File: src/rtl/all_types_pkg.sv
// ============================================================================
//  Package     : all_types_pkg
//  Description : Shared enumerations used to configure the parity checker.
//                parity_mode_e   - parity the whole word must carry.
//                parity_bit_e    - position of the parity bit in the word.
//  Revision    : 1.0 - initial release
// ============================================================================
`default_nettype none

package all_types_pkg;

  typedef enum logic {
    ODD  = 1'b0,
    EVEN = 1'b1
  } parity_mode_e;

  typedef enum logic {
    MSB = 1'b0,
    LSB = 1'b1
  } parity_bit_e;

endpackage : all_types_pkg

`default_nettype wire

File: src/rtl/parity_checker_core.sv
// ============================================================================
//  Module      : parity_checker_core
//  Description : Zero-latency parity filter between a FIFO pop port and a
//                consumer. Words with correct parity are offered through a
//                valid/grant handshake and stay in the FIFO until granted.
//                Words with wrong parity are popped at once and discarded,
//                and each discard is reported on a one-cycle pulse and a
//                saturating counter.
//  Ports       : clk_i        - clock, rising edge
//                rst_i        - synchronous reset, active high
//                pop_valid_i  - FIFO presents a word
//                pop_data_i   - FIFO word (payload plus parity bit)
//                pop_grant_o  - pop request to the FIFO (word consumed)
//                grant_i      - consumer accepts the current good word
//                valid_o      - good word available to the consumer
//                err_o        - pulse: a word was dropped last cycle
//                err_count_o  - saturating count of dropped words
//  Revision    : 1.0 - initial release
// ============================================================================
`default_nettype none

module parity_checker_core #(
  parameter int                          DATA_WIDTH        = 8,
  parameter all_types_pkg::parity_mode_e PARITY_MODE       = all_types_pkg::ODD,
  parameter all_types_pkg::parity_bit_e  PARITY_BIT_CHOICE = all_types_pkg::MSB,
  parameter int                          ERR_CNT_WIDTH     = 16
) (
  input  logic                     clk_i,
  input  logic                     rst_i,
  input  logic                     pop_valid_i,
  input  logic [DATA_WIDTH-1:0]    pop_data_i,
  output logic                     pop_grant_o,
  input  logic                     grant_i,
  output logic                     valid_o,
  output logic                     err_o,
  output logic [ERR_CNT_WIDTH-1:0] err_count_o
);

  // Position of the parity bit. The check covers every bit of the word, so
  // this only splits the word into payload and parity bit; the result of
  // the check is the same for either choice.
  localparam int PAR_IDX = (PARITY_BIT_CHOICE == all_types_pkg::MSB) ? DATA_WIDTH - 1 : 0;
  localparam logic [DATA_WIDTH-1:0] PAR_MASK =
    {{(DATA_WIDTH-1){1'b0}}, 1'b1} << PAR_IDX;
  localparam logic [ERR_CNT_WIDTH-1:0] CNT_MAX   = '1;
  localparam logic [ERR_CNT_WIDTH-1:0] CNT_ONE   = {{(ERR_CNT_WIDTH-1){1'b0}}, 1'b1};

  logic payload_xor;
  logic parity_bit;
  logic word_odd;
  logic parity_ok;
  logic good;
  logic drop;

  logic                     err_q;
  logic [ERR_CNT_WIDTH-1:0] cnt_q;

  // ---------------------------------------------------------------------
  // Parity evaluation: XOR-reduction of the whole word is 1 when the
  // popcount is odd.
  // ---------------------------------------------------------------------
  always_comb begin
    payload_xor = ^(pop_data_i & ~PAR_MASK);
    parity_bit  = pop_data_i[PAR_IDX];
    word_odd    = payload_xor ^ parity_bit;
    parity_ok   = (PARITY_MODE == all_types_pkg::ODD) ? word_odd : ~word_odd;
  end

  // ---------------------------------------------------------------------
  // Handshake (combinational). Reset masks both directions so a word that
  // is pending when reset asserts is neither accepted nor dropped.
  // ---------------------------------------------------------------------
  always_comb begin
    good        = pop_valid_i &  parity_ok & ~rst_i;
    drop        = pop_valid_i & ~parity_ok & ~rst_i;
    valid_o     = good;
    pop_grant_o = (good & grant_i) | drop;
  end

  // ---------------------------------------------------------------------
  // Drop status: one-cycle pulse and saturating counter.
  // ---------------------------------------------------------------------
  always_ff @(posedge clk_i) begin
    if (rst_i) begin
      err_q <= 1'b0;
      cnt_q <= '0;
    end else begin
      err_q <= drop;
      if (drop && (cnt_q != CNT_MAX)) begin
        cnt_q <= cnt_q + CNT_ONE;
      end
    end
  end

  assign err_o       = err_q;
  assign err_count_o = cnt_q;

endmodule : parity_checker_core

`default_nettype wire

File: config.mk
export PLATFORM = sky130hd
export DESIGN_NAME = parity_checker_core
export DESIGN_NICKNAME = d
export VERILOG_FILES = /design/src/rtl/all_types_pkg.sv /design/src/rtl/parity_checker_core.sv
export SDC_FILE = /design/constraint.sdc
export NUM_CORES = 1
export LEC_CHECK = 0
export BUFFER_PORTS_ARGS = -buffer_cell sky130_fd_sc_hd__clkbuf_2
export CELL_PAD_IN_SITES_DETAIL_PLACEMENT = 0
export CELL_PAD_IN_SITES_GLOBAL_PLACEMENT = 2
export CORE_ASPECT_RATIO = 1.2
export CORE_UTILIZATION = 25
export DETAILED_ROUTE_END_ITERATION = 7
export PLACE_DENSITY = 0.8
export SYNTH_ARGS = -nofsm -noshare
export SYNTH_HDL_FRONTEND = slang
export SYNTH_SLANG_ARGS = --single-unit
File: constraint.sdc
create_clock -name clk_i -period 1.65 [get_ports clk_i]
set_input_delay 0.0825 -clock clk_i [delete_from_list [all_inputs] [get_ports clk_i]]
set_output_delay 0.0825 -clock clk_i [all_outputs]
set_load 0.1 [all_outputs]
==> results.ini <==
[drt]
ant_nets = 0
finalWirelength_mm = 2.91
vias = 1148
wl_per_cell_um = 13.2
drt_iter0_drc = 30
dr.pass1.iters = 4
drc_errors = 0
vias_per_cell = 5.19

[logic_synthesis]
synth_compound_area_share_pct = 20.2
synth_top_area_share_pct = 34.9
synth_area_leaders = dfxtp_1, xnor2_1, o31ai_1
ys_types = 34
yosysSeqAreaShare_pct = 34.9
yosys.area.top_type = dfxtp_1
synthMuxAreaShare_pct = 3.34
syn_area_um2 = 975
synth_edf_count = 0
synthSimpleGateAreaFrac_pct = 28.0
synthArstFlopShare_pct = 0
syn_inst = 117
yosys.area_share.adder_pct = 1.28
yosysMostFrequentCell = dfxtp_1
syn-num-nets = 130
ys_warn_count = 0
synth_area_per_cell_um2 = 8.33
synth_top_family_by_area = simple AND/OR/NAND/NOR gates
synth_xor_area_share_pct = 7.19
synth-seq-cells = 17
yosys-top-cells-count = dfxtp_1, nand4_1, nor2_1, o31ai_1
synth_top_flop_cell = dfxtp_1

[setup_path]
reg2reg_slack_ps = 4
cp.arrival_ps = 1790
critPathLaunchType = flip-flop
r2r-end = err_count_o[8]
r2r_start = err_count_o[0]
critPathMaxFanout = 4
end_kind = flip-flop
worstPathRequired_ps = 1800
crit_type = flip-flop to flip-flop
r2r_cells = 6

[finish]
final_layout_size_suffix_gt1_share_pct = 56.8
multi_input_area_um2 = 733
fillerInstances = 364
area_growth_syn_to_layout_pct = 65.7
seq_area_um2 = 400
final_net_count = 183
final_cells = 221
num_antenna_cells = 0

[power]
power_density_nw_per_um2 = 751
peakVddDrop_v = 0.000408
total_leakage_power_uw = 0.000615

[clock_network]
cts_htree_levels = 1
cts_tree = built
clkLatencyLatePin_ps = 250
clockBufferDepth = 2
clkTransAtPathRegs_ps = 70
cts_made_buffers = 3
clkSinkCount = 17
root_buffer = clkbuf_8

[worst_hold_path]
worst_hold_path.num_cells = 3
min_from = pop_valid_i
holdCritPathClass = input pin to flip-flop
hold_path_end = err_count_o[12]

[sta]
rsz0062_at_grt = true
tightestPinTransition_ps = 546
layout_min_cycle_time_ps = 1650
max_freq_mhz = 607
final_hold_viol_count = 0
timing.final.ws_setup_ps = 3.60
finClkSkew_ps = 2.46
slew_viol_final = 0
setup_viol = 0
fin_crit_sh_pct = 99.8
max_slew_margin_pct = 63.8

[global_routing]
grt_pass1_vias = 1135
grt_pass1_wl_mm = 4.93
grt_max_degree = 17
grt_overflow = 0
antenna_found_initial = 0
grt_use_total_pct = 15.5

[run_status]
status = finished clean

[place]
dp.cells = 213
hpwl_mm = 2.14
io_buffers = 30
place_ws_ps = -395
gp_congestion = 0.814

[die]
die-area_um2 = 4150
die_x_um = 59
num_rows = 24
die_y_um = 70.4
core_region_area_um2 = 3690
initial_utilization_pct = 26.4
ios = 31

[job]
cap_violations = 0

## layout by cell type, fill, tap and decap left out, types with 5 or more instances in the layout
| cell type | instances |
|---|---|
| or4_1 | 6 |
| xnor2_2 | 5 |
| o31ai_1 | 8 |
| buf_4 | 21 |
| inv_1 | 5 |
| nor2_1 | 5 |
| a21oi_1 | 6 |
| nand3_1 | 6 |
| dfxtp_4 | 16 |
| nand4_1 | 8 |
| clkbuf_2 | 28 |
| nand2_1 | 6 |
## report_power, final
group | switching (µW) | total (µW) | internal, µW | leakage (µW)
logic | 323 | 483 | 160 | 0.000443
registers | 9.58 | 413 | 404 | 0.000150
clock network | 146 | 318 | 172 | 0.0000228
total | 479 | 1210 | 735 | 0.000615
## timing repair
action                                  4_1_cts  5_1_grt
cloned                                        0        0
resized for setup                             2       12
endpoints found under the setup margin       11       10
hold buffers                                  0        0
setup buffers                                 0        4
pin swaps                                     3        6
## worst max-delay path, cell delays in order, from the launching register on
cell and delay, ps:
dfxtp_4 360, ha_4 150, inv_2 60, or3_4 430, o21ai_4 210, nor4_2 60
mux2_2 280
## state kept, by name (all words and copies together), names as in the netlist
name / flops
err_count_o: 16
err_o: 1
## cell type report
cell class | instances | area share, %
well taps | 52 | 4.03
multi-input cells | 90 | 45.4
inverters | 6 | 1.39
repair buffers | 52 | 21.6
flip-flops and latches | 17 | 24.8
clock buffers | 4 | 2.79
## kinds of logic (layout without fill, tap and decap cells)
family	Yosys count	count (layout)
fa+ha+maj	1	1
simple gates	50	50
mux	3	3
xor+xnor	8	8
compound gates	28	28
buf+inv	10	62
flops	17	17
## worst max path at each step
stage,from,end,slack (ps),cells after the start
floorplan,err_count_o[2],err_count_o[8],-200,5
global placement,pop_data_i[5],err_count_o[3],-300,7
detailed placement,pop_data_i[5],err_count_o[3],-400,7
CTS,err_count_o[1],err_count_o[8],10,6
global route,err_count_o[5],err_count_o[13],-40,6
finish,err_count_o[0],err_count_o[8],4,6
## through the flow
step           setup TNS, ps  area, µm²  power [µW]  utilization [%]  hold WS (ps)
5_1_grt                 -273       1620        1280             43.7           138
3_3_place_gp           -3280       1450         852             39.3           391
6_report                   0       1620        1210             43.7           128
3_5_place_dp           -4590       1450         860             39.3           394
4_1_cts                    0       1510        1190             40.9           120
2_1_floorplan           -806       1100         734                -           235
## layer usage
layer	track usage [%]	share of wire (%)
met1	18.1	43
met5	0	0
met4	10.3	2.5
met2	26.0	50
met3	1.67	3.8
No activity file was read; power rests on OpenSTA's default activity.
